## config.mk

```make
export PLATFORM = sky130hd
export DESIGN_NAME = mdu_iter
export DESIGN_NICKNAME = d
export VERILOG_FILES = /design/src/rtl/mdu_iter.sv
export SDC_FILE = /design/constraint.sdc
export NUM_CORES = 2
export LEC_CHECK = 0
export ABC_AREA = 1
export BUFFER_PORTS_ARGS = -buffer_cell sky130_fd_sc_hd__buf_2
export CAP_MARGIN = 20
export CORE_MARGIN = 3
export CORE_UTILIZATION = 40
export DETAILED_ROUTE_END_ITERATION = 6
export GPL_TIMING_DRIVEN = 0
export PLACE_DENSITY = 0.6
export REMOVE_ABC_BUFFERS = 1
export SLEW_MARGIN = 10
export SYNTH_ARGS = -nofsm -noshare
export SYNTH_HDL_FRONTEND = slang
export SYNTH_SLANG_ARGS = --single-unit
```

## constraint.sdc

```tcl
create_clock -name clk -period 21.4 [get_ports clk]
set_input_delay 4.28 -clock clk [delete_from_list [all_inputs] [get_ports clk]]
set_output_delay 4.28 -clock clk [all_outputs]
set_load 0.02 [all_outputs]
```

## src/rtl/mdu_iter.sv

```systemverilog
// Iterative multiply/divide unit holding HI/LO: fixed-latency multiply and
// multiply-accumulate, one-bit-per-cycle restoring divide, abort on flush.
module mdu_iter #(
  parameter int WIDTH    = 32,
  parameter int MULT_LAT = 5
) (
  input  logic             clk,
  input  logic             rst_n,
  input  logic             start,
  input  logic [2:0]       op,
  input  logic [WIDTH-1:0] a,
  input  logic [WIDTH-1:0] b,
  input  logic             hi_we,
  input  logic             lo_we,
  input  logic             flush,
  output logic             busy,
  output logic [WIDTH-1:0] hi,
  output logic [WIDTH-1:0] lo,
  output logic             div0
);

  localparam int CW = $clog2((WIDTH > MULT_LAT) ? WIDTH : MULT_LAT) + 1;

  typedef enum logic [1:0] {IDLE, MUL, DIV, FIX} state_t;

  state_t             state;
  logic [CW-1:0]      cnt;
  logic [2:0]         op_q;
  logic [WIDTH-1:0]   opa;     // multiplicand, or dividend/quotient shift register
  logic [WIDTH-1:0]   opb;     // multiplier, or divisor magnitude
  logic [WIDTH-1:0]   rem;
  logic               q_neg;
  logic               r_neg;
  logic               zero;

  assign busy = (state != IDLE);

  // Launch-time decode
  logic             is_div;
  logic             div_sgn;
  logic [WIDTH-1:0] a_mag;
  logic [WIDTH-1:0] b_mag;

  assign is_div  = (op[2:1] == 2'b01);
  assign div_sgn = (op == 3'd2);
  assign a_mag   = (div_sgn && a[WIDTH-1]) ? -a : a;
  assign b_mag   = (div_sgn && b[WIDTH-1]) ? -b : b;

  // Multiply and accumulate against HI/LO as they stand at completion
  logic                 mul_sgn;
  logic [2*WIDTH-1:0]   ext_a;
  logic [2*WIDTH-1:0]   ext_b;
  logic [2*WIDTH-1:0]   prod;
  logic [2*WIDTH-1:0]   mul_res;

  assign mul_sgn = ~op_q[0];
  assign ext_a   = mul_sgn ? {{WIDTH{opa[WIDTH-1]}}, opa} : {{WIDTH{1'b0}}, opa};
  assign ext_b   = mul_sgn ? {{WIDTH{opb[WIDTH-1]}}, opb} : {{WIDTH{1'b0}}, opb};
  assign prod    = ext_a * ext_b;

  always_comb begin
    mul_res = prod;
    case (op_q)
      3'd4, 3'd5: mul_res = {hi, lo} + prod;
      3'd6, 3'd7: mul_res = {hi, lo} - prod;
      default:    mul_res = prod;
    endcase
  end

  // One restoring shift-subtract step
  logic [WIDTH:0]   shifted;
  logic [WIDTH:0]   diff;
  logic [WIDTH-1:0] rem_step;
  logic [WIDTH-1:0] quo_step;
  logic [WIDTH-1:0] q_fix;
  logic [WIDTH-1:0] r_fix;

  assign shifted  = {rem, opa[WIDTH-1]};
  assign diff     = shifted - {1'b0, opb};
  assign rem_step = diff[WIDTH] ? shifted[WIDTH-1:0] : diff[WIDTH-1:0];
  assign quo_step = {opa[WIDTH-2:0], ~diff[WIDTH]};
  assign q_fix    = q_neg ? -opa : opa;
  assign r_fix    = r_neg ? -rem : rem;

  always_ff @(posedge clk or negedge rst_n) begin
    if (!rst_n) begin
      state <= IDLE;
      cnt   <= '0;
      op_q  <= '0;
      opa   <= '0;
      opb   <= '0;
      rem   <= '0;
      q_neg <= 1'b0;
      r_neg <= 1'b0;
      zero  <= 1'b0;
      hi    <= '0;
      lo    <= '0;
      div0  <= 1'b0;
    end else begin
      div0 <= 1'b0;
      if (flush) begin
        state <= IDLE;
      end else begin
        case (state)
          IDLE: begin
            if (start) begin
              op_q <= op;
              if (is_div) begin
                opa   <= a_mag;
                opb   <= b_mag;
                rem   <= '0;
                q_neg <= div_sgn && (a[WIDTH-1] ^ b[WIDTH-1]);
                r_neg <= div_sgn && a[WIDTH-1];
                zero  <= (b == '0);
                cnt   <= CW'(WIDTH - 1);
                state <= (b == '0) ? FIX : DIV;
              end else begin
                opa   <= a;
                opb   <= b;
                cnt   <= CW'(MULT_LAT - 1);
                state <= MUL;
              end
            end else begin
              if (hi_we) hi <= a;
              if (lo_we) lo <= a;
            end
          end
          MUL: begin
            if (cnt == '0) begin
              {hi, lo} <= mul_res;
              state    <= IDLE;
            end else begin
              cnt <= cnt - CW'(1);
            end
          end
          DIV: begin
            rem <= rem_step;
            opa <= quo_step;
            if (cnt == '0) state <= FIX;
            else           cnt   <= cnt - CW'(1);
          end
          FIX: begin
            if (zero) begin
              div0 <= 1'b1;
            end else begin
              lo <= q_fix;
              hi <= r_fix;
            end
            state <= IDLE;
          end
          default: state <= IDLE;
        endcase
      end
    end
  end

endmodule

```

==> results by group <==
Floorplan
  • Die Wd: ~430 µm
  • Die height: between 400 and 500 µm
  • Starting Density: 40.5%
  • Core box area: between 150000 and 200000 µm²
  • Placement Rows: ~150
  • IO Count: ~140
  • Full die area: about 180000 µm²

Finish
  • Synth-to-layout area growth: 6.46%
  • Register Area: around 4500 µm²
  • Share of post-route cells with drive strength above 1: 4.79%
  • Multi-input gate area: approximately 54000 µm²
  • Fillers: ~18000
  • Final #Nets: 11400

Setup path
  • Startpoint types: register
  • CP peak stage delay: about 1.1 ns
  • Worst Reg-to-Reg Cells: 50
  • R2R Path End: hi[28]
  • CP arrival: 15.57 ns
  • Worst setup EP type: register
  • Worst Setup EP: hi[28]
  • CP Class: register to register
  • RR Startpoint: op_q[0]
  • CP dominant cell by count: nand2_1
  • Crit-path max FO: between 50 and 60
  • Worst setup path start: op_q[0]
  • R2R setup slack: 6.27 ns
  • Required time of the critical path: approximately 22 ns
  • Slowest CP cell: clkinv_1

Clock network
  • Max Buffers Root-to-Sink: 2
  • Post-CTS sizing: 0
  • CTS Sinks: between 150 and 200
  • Post-CTS Setup Repair Bufs: 0
  • CTS root buf: clkbuf_16
  • CTS Buf Count: 17
  • CTS Hold Bufs: 0
  • CTS tree: built
  • Later-pin clock latency in the skew report: between 0.5 and 0.6 ns
  • Htree depth: 4
  • Worst-path clk slew: roughly 0.1 ns

Worst hold path
  • Hold Crit Class: register to register

Global routing
  • Overflow after GRT: 0
  • First-pass GRT wire length: roughly 380000 µm
  • Tot GR Track Use: between 20 and 30%
  • Met3 Use GR: 3.49%
  • Largest net degree at the start of global routing: slightly below 70
  • M2 GR Usage: a little under half
  • Initial antenna violation count: 4
  • Vias in the first global route: 62900
  • Top Usage Layer GRT: met2
  • Routing usage on met1: about two fifths

STA
  • Slew HR: a little under a third
  • Final critical-path share of the clock period: roughly 71%
  • Fin crit period: ~15 ns
  • Clock skew: 0.0298 ns
  • Peak Freq: 66.1 MHz
  • Worst-Margin Slew: about 1 ns
  • RSZ-0062 raised after global routing: false
  • Hold Fails Final Rpt: 0
  • Setup TNS Final: 0 ns
  • Final Setup Violations: 0
  • Max Slew Vio Count: 0

Yosys
  • Top cells by count, synth: inv_1 (2851), nand2_1 (2367), fa_1 (1435)
  • Compound-Gate Fraction of Synth Area: approximately 6.7%
  • Mapped Cells: between 9000 and 10000
  • Netlist cell types: 70
  • Synth Area in Adders: 47.7%
  • Syn avg cell area: 7.34 µm²
  • Post-synth top area cell: fa_1
  • Post-synthesis xor/xnor area fraction: ~2.6%
  • Yosys warning total: 0
  • Mux cell area share after synthesis: less than 1%
  • Post-synth EDFFs: 0
  • Ranking of synthesized cells by area: fa_1 (41%), inv_1 (15%), nand2_1 (13%)
  • Share of Yosys cell area claimed by the top area cell type: about two fifths
  • Flops & latches, synth: ~180
  • Top-count cell post-synth: inv_1
  • Sequential area share after synthesis: just over 6%
  • Fraction of registers with async set/reset: between 90% and 100%
  • Post-synthesis simple-gate area fraction: between 10% and 20%
  • Post-synth top flop: dfrtp_1
  • Mapped Area: slightly above 70000 µm²
  • Largest family of logic cells by synthesized area: adder cells

Drt
  • Drt first pass iters: 6
  • Drt via density: between 5 and 6
  • Post-Route WL: approximately 250000 µm
  • Routed via count: a little over 60000
  • Routed length per instance: approximately 21 µm
  • DRC viols: 0
  • Initial drt markers: 5077
  • Antenna viol nets, final: 0

Placement
  • # port buffers: 138
  • Hpwl dp: around 210000 µm
  • Gpl congestion: between 1 and 1.5

Flow run
  • Max-capacitance violation count: 0

Status
  • Outcome: finished, final reports clean
-- kinds of logic (layout without fill, tap and decap cells) --
| logic type | Yosys count | after routing |
|---|---|---|
| buffers and inverters | 3220 | 3113 |
| muxes | 1 | 1 |
| and+or+nand+nor | 3382 | 3382 |
| other | 0 | 3 |
| AOI/OAI and AO/OA | 826 | 826 |
| xor gates and xnor gates | 198 | 198 |
| adders and majority gates | 1841 | 1841 |
| DFF | 175 | 175 |
-- metrics by stage --
| step | hold slack (ns) | util [%] | instances | instance area (µm²) | setup WS [ns] |
|---|---|---|---|---|---|
| 2_1_floorplan | 0.472 | - | 9287 | 69400 | 10.05 |
| 3_3_place_gp | 0.489 | 41.7 | 11800 | 73000 | 4.55 |
| 3_5_place_dp | 0.500 | 42.7 | 11800 | 74600 | 6.53 |
| 4_1_cts | 0.522 | 43.0 | 11900 | 75200 | 6.40 |
| 5_1_grt | 0.532 | 43.1 | 11900 | 75400 | 5.47 |
| 6_report | 0.526 | 43.1 | 11900 | 75400 | 6.27 |
-- critical path: cells and delay by family, from the launching register on --
kind | cells | cell delay, ns
compound gates | 7 | 0.97
xor+xnor | 1 | 0.26
fa+ha+maj | 12 | 6.16
buf+inv | 10 | 2.01
flops | 1 | 0.94
simple gates | 20 | 4.63
-- layout by cell type, fill, tap and decap left out, drive strengths merged, types with 11 or more instances in the layout --
cell	netlist	final
or2	27	27
nand4	56	56
o21a	12	12
clkinv	6	13
fa	1435	1435
buf	61	217
a31oi	28	28
nor2	501	501
dfrtp	175	175
a21boi	14	14
o211ai	43	43
inv	2858	2864
o221ai	14	14
xnor2	57	57
nand2	2399	2399
ha	406	406
xor2	141	141
nand3	232	232
o22ai	11	11
a2bb2oi	23	23
clkbuf	295	18
nor4	26	26
o21ai	338	338
o21bai	11	11
nor3	103	103
nand3b	24	24
a21oi	280	280
-- how the worst min path moves through the flow --
stage | depth (start not counted) | start | slack, ns | end
after floorplan | 2 | op_q[1] | 0.47 | op_q[1]
after global placement | 1 | zero | 0.49 | zero
after detailed placement | 1 | zero | 0.50 | zero
after CTS | 1 | zero | 0.52 | zero
after global routing | 1 | zero | 0.53 | zero
final | 1 | zero | 0.53 | zero
-- per-layer routing --
metal	up-vias	part of all wire, %
met5	-	0.0028
met4	2	3.6
met3	383	6.9
met2	2229	47
met1	30700	43
li1	27600	-
-- flip-flops by register name, indices dropped and copies added (netlist names) --
name / flops
cnt: 6
hi: 32
div0: 1
zero: 1
rem: 32
opa: 32
r_neg: 1
lo: 32
state: 2
op_q: 3
q_neg: 1
opb: 32
-- area by class of cell --
cell class | instances | share of cell area, %
multi-input combinational | 6248 | 72.1
inverter | 2864 | 14.3
sequential | 175 | 5.93
tap | 2325 | 3.86
timing repair buffer | 217 | 3.05
clock buffer | 18 | 0.583
clock inverter | 14 | 0.217
antenna | 3 | 0.00996
Power is left out: the tool's default activity adds up to more than one toggle a clock period on the data nets, which glitch-free logic cannot reach.
